**src/rtl/csi2_stat_pkg.sv**
```systemverilog
// Shared widths and the saturating adder used by the CSI-2 statistics accumulator.
package csi2_stat_pkg;

  localparam int STAT_WIDTH = 32;
  localparam logic [STAT_WIDTH-1:0] STAT_MAX = '1;

  // Sum that sticks at STAT_MAX instead of wrapping.
  function automatic logic [STAT_WIDTH-1:0] sat_inc(input logic [STAT_WIDTH-1:0] value,
                                                    input logic [STAT_WIDTH-1:0] increment);
    logic [STAT_WIDTH:0] sum;
    sum = {1'b0, value} + {1'b0, increment};
    return sum[STAT_WIDTH] ? STAT_MAX : sum[STAT_WIDTH-1:0];
  endfunction

endpackage

```
**src/rtl/csi2_minmax_tracker.sv**
```systemverilog
// Registered min/max of a sample stream; both outputs read 0 until the first sample
// after reset or clear.
module csi2_minmax_tracker
  import csi2_stat_pkg::*;
(
  input  logic                  clk_i,
  input  logic                  rst_n_i,
  input  logic                  clear_i,
  input  logic [STAT_WIDTH-1:0] sample_i,
  input  logic                  sample_valid_i,
  output logic [STAT_WIDTH-1:0] min_o,
  output logic [STAT_WIDTH-1:0] max_o
);

  logic seen;

  // NOTE: reset is synchronous, so it is just the highest-priority branch of the
  // clocked block; all state here uses non-blocking assignments.
  always_ff @(posedge clk_i) begin
    if (!rst_n_i || clear_i) begin
      seen  <= 1'b0;
      min_o <= '0;
      max_o <= '0;
    end else if (sample_valid_i) begin
      seen <= 1'b1;
      if (!seen || sample_i < min_o) min_o <= sample_i;
      if (!seen || sample_i > max_o) max_o <= sample_i;
    end
  end

endmodule

```
**src/rtl/csi2_stat_acc.sv**
```systemverilog
// CSI-2 receiver statistics: error counters, line/pixel extremes and frames per second.
// Define CSI2_STAT_FPS_EN to build the FPS window; otherwise fps_o is tied to 0.
module csi2_stat_acc
  import csi2_stat_pkg::*;
#(
  parameter int PX_PER_CLK  = 4,
  parameter int CLK_FREQ_HZ = 74_250_000
) (
  input  logic                              clk_i,
  input  logic                              rst_n_i,
  input  logic                              clear_stat_i,
  input  logic                              header_err_i,
  input  logic                              corr_header_err_i,
  input  logic                              crc_err_i,
  input  logic                              frame_start_i,
  input  logic                              frame_end_i,
  input  logic                              line_start_i,
  input  logic                              line_end_i,
  input  logic                              px_valid_i,
  input  logic [$clog2(PX_PER_CLK+1)-1:0]   px_cnt_i,
  output logic [STAT_WIDTH-1:0]             header_err_cnt_o,
  output logic [STAT_WIDTH-1:0]             corr_header_err_cnt_o,
  output logic [STAT_WIDTH-1:0]             crc_err_cnt_o,
  output logic [STAT_WIDTH-1:0]             max_ln_per_frame_o,
  output logic [STAT_WIDTH-1:0]             min_ln_per_frame_o,
  output logic [STAT_WIDTH-1:0]             max_px_per_ln_o,
  output logic [STAT_WIDTH-1:0]             min_px_per_ln_o,
  output logic [STAT_WIDTH-1:0]             fps_o
);

  if (CLK_FREQ_HZ < 2) begin : g_freq_check
    $error("CLK_FREQ_HZ must be at least 2");
  end

  localparam logic [STAT_WIDTH-1:0] ONE = STAT_WIDTH'(1);

  // Error counters; clear has priority over a coincident strobe.
  always_ff @(posedge clk_i) begin
    if (!rst_n_i || clear_stat_i) begin
      header_err_cnt_o      <= '0;
      corr_header_err_cnt_o <= '0;
      crc_err_cnt_o         <= '0;
    end else begin
      if (header_err_i)      header_err_cnt_o      <= sat_inc(header_err_cnt_o, ONE);
      if (corr_header_err_i) corr_header_err_cnt_o <= sat_inc(corr_header_err_cnt_o, ONE);
      if (crc_err_i)         crc_err_cnt_o         <= sat_inc(crc_err_cnt_o, ONE);
    end
  end

  // Lines per frame.
  logic                  in_frame;
  logic [STAT_WIDTH-1:0] ln_acc;
  logic [STAT_WIDTH-1:0] ln_total;
  logic                  ln_sample_valid;

  // A line ending in the frame_end cycle belongs to the frame being closed.
  assign ln_total        = (line_end_i && in_frame) ? sat_inc(ln_acc, ONE) : ln_acc;
  assign ln_sample_valid = frame_end_i && in_frame;

  always_ff @(posedge clk_i) begin
    if (!rst_n_i) begin
      in_frame <= 1'b0;
      ln_acc   <= '0;
    end else if (frame_start_i) begin
      in_frame <= 1'b1;
      ln_acc   <= '0;
    end else if (in_frame) begin
      if (line_end_i)  ln_acc   <= sat_inc(ln_acc, ONE);
      if (frame_end_i) in_frame <= 1'b0;
    end
  end

  // Pixels per line.
  logic                  in_line;
  logic [STAT_WIDTH-1:0] px_acc;
  logic [STAT_WIDTH-1:0] px_beat;
  logic [STAT_WIDTH-1:0] px_total;
  logic                  px_sample_valid;

  assign px_beat         = px_valid_i ? STAT_WIDTH'(px_cnt_i) : '0;
  assign px_total        = sat_inc(px_acc, px_beat);
  assign px_sample_valid = line_end_i && in_line;

  always_ff @(posedge clk_i) begin
    if (!rst_n_i) begin
      in_line <= 1'b0;
      px_acc  <= '0;
    end else if (line_start_i) begin
      in_line <= 1'b1;
      px_acc  <= px_beat;
    end else if (in_line) begin
      px_acc <= px_total;
      if (line_end_i) in_line <= 1'b0;
    end
  end

  csi2_minmax_tracker u_ln_tracker (
    .clk_i          (clk_i),
    .rst_n_i        (rst_n_i),
    .clear_i        (clear_stat_i),
    .sample_i       (ln_total),
    .sample_valid_i (ln_sample_valid),
    .min_o          (min_ln_per_frame_o),
    .max_o          (max_ln_per_frame_o)
  );

  csi2_minmax_tracker u_px_tracker (
    .clk_i          (clk_i),
    .rst_n_i        (rst_n_i),
    .clear_i        (clear_stat_i),
    .sample_i       (px_total),
    .sample_valid_i (px_sample_valid),
    .min_o          (min_px_per_ln_o),
    .max_o          (max_px_per_ln_o)
  );

`ifdef CSI2_STAT_FPS_EN
  localparam int WIN_W = $clog2(CLK_FREQ_HZ);

  logic [WIN_W-1:0]      win_cnt;
  logic [STAT_WIDTH-1:0] frm_cnt;
  logic                  win_wrap;

  assign win_wrap = (win_cnt == WIN_W'(CLK_FREQ_HZ - 1));

  // The window keeps running through clear; only the published value is zeroed.
  always_ff @(posedge clk_i) begin
    if (!rst_n_i) begin
      win_cnt <= '0;
      frm_cnt <= '0;
      fps_o   <= '0;
    end else begin
      if (win_wrap) begin
        win_cnt <= '0;
        frm_cnt <= '0;
      end else begin
        win_cnt <= win_cnt + WIN_W'(1);
        if (frame_end_i) frm_cnt <= sat_inc(frm_cnt, ONE);
      end
      if (clear_stat_i)  fps_o <= '0;
      else if (win_wrap) fps_o <= sat_inc(frm_cnt, STAT_WIDTH'(frame_end_i));
    end
  end
`else
  assign fps_o = '0;
`endif

endmodule
```
**config.mk**
```make
export PLATFORM = sky130hd
export DESIGN_NAME = csi2_stat_acc
export DESIGN_NICKNAME = d
export VERILOG_FILES = /design/src/rtl/csi2_stat_pkg.sv /design/src/rtl/csi2_minmax_tracker.sv /design/src/rtl/csi2_stat_acc.sv
export SDC_FILE = /design/constraint.sdc
export NUM_CORES = 1
export LEC_CHECK = 0
export CORE_MARGIN = 5
export CORE_UTILIZATION = 50
export CTS_CLUSTER_DIAMETER = 200
export DETAILED_ROUTE_END_ITERATION = 8
export GPL_ROUTABILITY_DRIVEN = 1
export PLACE_DENSITY = 0.72
export SYNTH_ARGS = -nofsm -noshare
export SYNTH_HDL_FRONTEND = slang
export SYNTH_SLANG_ARGS = --single-unit
```
**constraint.sdc**
```tcl
create_clock -name clk_i -period 6.49 [get_ports clk_i]
set_input_delay 1.947 -clock clk_i [delete_from_list [all_inputs] [get_ports clk_i]]
set_output_delay 1.947 -clock clk_i [all_outputs]
set_load 0.01 [all_outputs]
```
==> impl_metrics.ini, run 1 <==
[setup_path]
rrSetupSlack_ps = 1790
critPathArrivalTime_ps = 6650
cp_common_cell = a211oi_1
cpMaxStageDelayCell = clkdlybuf4s50_1
reg2reg_from = ln_acc[8]$_SDFFE_PP0P_
worst-path-buf-inv = 4
crit_path_max_fanout = 19
crit_path_cell_trace = clkdlybuf4s50_1, and2_1, ha_1, inv_1, fa_1, nor2b_1, o2111ai_1, nor4_2, nand2_1, buf_12, o21ai_0, ha_1, a211oi_1, o21ai_0, a211oi_1, nor2_1, a211oi_1, and2_1, buf_12, mux2i_1
cp.required_ps = 6920
path_delay_family = compound AO/OA/AOI/OAI gates
worstReg2RegEnd = u_ln_tracker.min_o[16]$_SDFFE_PP0P_
cp_slowest_stage_delay_ps = 460
r2r_cells = 14
path_class = primary input to flop
cp-start-kind = primary input
worstSetupEndpointType = flop

[power]
switching_power_mw = 0.8972
cellLeakagePower_nw = 8.037
power.density_mw_per_mm2 = 184.9
ir_worst_vdd_uv = 195.4
p_int_mw = 2.986
netSwitchingFraction = 0.2311
comb_power_share = 0.047
clockPowerShare = 0.488
pwr-share-seq = 0.465

[cts]
post_cts_resize_count = 0
root_buffer = clkbuf_16
cts_max_level = 2
clockBufferDepth = 3
cts_tree = built
post_cts_buffers = 0
cts_hold_buf = 0
path_clk_slew_ps = 60
cts.sinks = 292
clkLatencyLatePin_ps = 520
cts_buffers = 35

[synthesis]
synthArstFlopShare = 0
ys_ff_latch = 292
synth_warnings = 0
postSynthCellCount = 2045
synth.most_common_cell = nand2_1
synthFlopType = dfxtp_1
ys_types = 66
synth_common_cells = nand2_1, dfxtp_1, a21oi_1
seq_area_frac_synth = 0.3496
synth_edf_count = 0
syn-cell-area_sq_mm = 0.01672
synth_area_leaders = dfxtp_1, ha_1, nand2_1
yosysTopAreaCell = dfxtp_1
synth.avg_cell_area_sq_um = 8.177
synth.top_cell.area_share = 0.3496

[routing]
topRoutingLayerUsed = met4
detail-route-antenna-nets = 0
drt_first_pass_iters = 8
vias = 15510
drt-wirelength-per-cell_um = 17.21
drtIter0Drc = 1006
viasPerCell = 5.591
wl_met1_um = 20760
totalWireLength_um = 47750
dr_wl_met2_um = 22060
wl_met3_um = 3711
drcViolationCount = 0

[layout]
nets = 2449
syn_to_final_growth_pct = 25.56
fin_util = 0.6309
drive_above_1_share = 0.06922
finish.instance_area_sq_mm = 0.02100
antenna_cells = 0
finalNonFillerCells = 2774
n_fill_cell = 2889

[sta]
post-route-period-util = 0.9589
setup_viol = 0
hold_violations = 0
holdWs_ps = 468.6
skew_ps = 24.36
fmax_mhz = 160.7
slew_violations = 0
tightest_slew_ps = 1287
rsz0062_at_grt = no
setup_tns_ps = 0
slew_headroom = 0.1420
min_period_ps = 6224

[min_path]
holdPathEnd = u_ln_tracker.max_o[13]$_SDFFE_PP0P_
holdPathStages = 2
hp-class = flop to flop
hold_start = u_ln_tracker.max_o[13]$_SDFFE_PP0P_

[place]
dp_hpwl_um = 35450
dp_cells = 2712
post_dp_cell_area_sq_mm = 0.01988
port_buffers = 237
finalWeightedCongestion = 0.9508

[floorplanning]
fp.dieW_um = 192.9
rows = 67
core_area_sq_mm = 0.03328
num_io_pins = 270
initial_core_util = 0.5025
die_area_sq_mm = 0.03720
die_h_um = 192.9

[grt]
grt_usage = 0.2481
overflow = 0
grt_pass1_wl_um = 76760
antenna_found_initial = 0
grt_pass1_vias = 15030
grt_max_degree = 94

[status]
outcome = finished clean

[flow_run]
max_cap_violations = 0
[final cells by class]
type / count / area, sq um / share of cell area
Tap cell: 448 / 560.5 / 0.02670
Clock buffer: 54 / 1059 / 0.05041
Sequential cell: 292 / 5846 / 0.2784
Clock inverter: 8 / 55.05 / 0.002622
Inverter: 160 / 600.6 / 0.02860
Timing Repair Buffer: 320 / 3108 / 0.1480
Multi-Input combinational cell: 1492 / 9768 / 0.4652
[cells by family after synthesis]
family,count (synthesis),synth area share
AND/OR/NAND/NOR,755,0.2213
XOR/XNOR,115,0.06023
other,1,0.0002243
flip-flops,292,0.3496
adder cells (fa/ha/maj),134,0.1007
AO/OA/AOI/OAI,342,0.1241
buffers and inverters,292,0.07520
multiplexers,114,0.06869
[registers in the layout, summed over array words and instances (netlist names)]
register               count
px_acc                    32
crc_err_cnt_o             32
u_ln_tracker.min_o        32
u_px_tracker.min_o        32
corr_header_err_cnt_o     32
u_px_tracker.seen          1
header_err_cnt_o          32
u_ln_tracker.seen          1
u_px_tracker.max_o        32
ln_acc                    32
in_line                    1
u_ln_tracker.max_o        32
in_frame                   1
[worst min-delay path: cells and delay by family (launching register included)]
family,cells,cell delay (ps)
and+or+nand+nor,1,50
DFF,1,320
muxes,1,50
[power by group through the flow]
stage / clock [mW] / combinational [mW] / sequential, mW
detailed placement: 0 / 0.182 / 1.84
global route: 2.00 / 0.200 / 1.80
floorplan: 0 / 0.135 / 1.84
global placement: 0 / 0.179 / 1.84
CTS: 1.93 / 0.183 / 1.80
finish: 1.89 / 0.184 / 1.80
[how the worst max path moves through the flow]
| stage | slack, ps | to | start | cells after the start |
|---|---|---|---|---|
| after floorplan | 580 | u_px_tracker.min_o[27]$_SDFFE_PP0P_ | px_cnt_i[0] | 18 |
| after global placement | -140 | u_px_tracker.max_o[7]$_SDFFE_PP0P_ | px_valid_i | 19 |
| after detailed placement | -200 | u_px_tracker.max_o[16]$_SDFFE_PP0P_ | px_valid_i | 19 |
| after CTS | 310 | u_px_tracker.max_o[16]$_SDFFE_PP0P_ | px_valid_i | 19 |
| after global routing | 40 | u_px_tracker.max_o[14]$_SDFFE_PP0P_ | px_valid_i | 21 |
| final | 270 | u_px_tracker.min_o[29]$_SDFFE_PP0P_ | px_valid_i | 20 |
[per-stage QoR]
| stage | worst slack [ps] | power, mW |
|---|---|---|
| 2_1_floorplan | 578.5 | 1.978 |
| 3_3_place_gp | -137.6 | 2.022 |
| 4_1_cts | 307.0 | 3.920 |
| 6_report | 266.5 | 3.883 |
| 5_1_grt | 39.02 | 4.008 |
| 3_5_place_dp | -199.3 | 2.025 |
[metal layers]
layer,global-route usage,vias to the layer above
met3,0.06639,93
met5,0,-
met2,0.4087,437
met4,0.06967,0
li1,-,7603
met1,0.3209,7376
[layout by cell type, fill, tap and decap left out, drive strengths merged, types with 5 or more instances in the layout]
master / n
nand2: 310
dfxtp: 292
clkdlybuf4s50: 237
a21oi: 162
inv: 161
ha: 133
nand3: 109
mux2i: 108
nor2: 99
buf: 83
xor2: 63
nand4: 63
clkbuf: 54
xnor2: 52
o21ai: 50
nor3: 38
o31ai: 32
conb: 32
and3: 27
and4: 24
nor4: 22
a211oi: 19
a311oi: 18
and2: 18
nor2b: 14
a31oi: 13
a21o: 8
o211ai: 7
o21a: 7
nand2b: 7
clkinv: 7
or2: 6
mux2: 6
or3: 5
a221oi: 5
(Power assumes the default switching activity.)
==> inputs of run 2 (changes only) <==
- SKIP_LAST_GASP: unset -> 1
==> results of run 2 <==
Same layout as run 1: the final DEF is identical, and so are final timing and power.
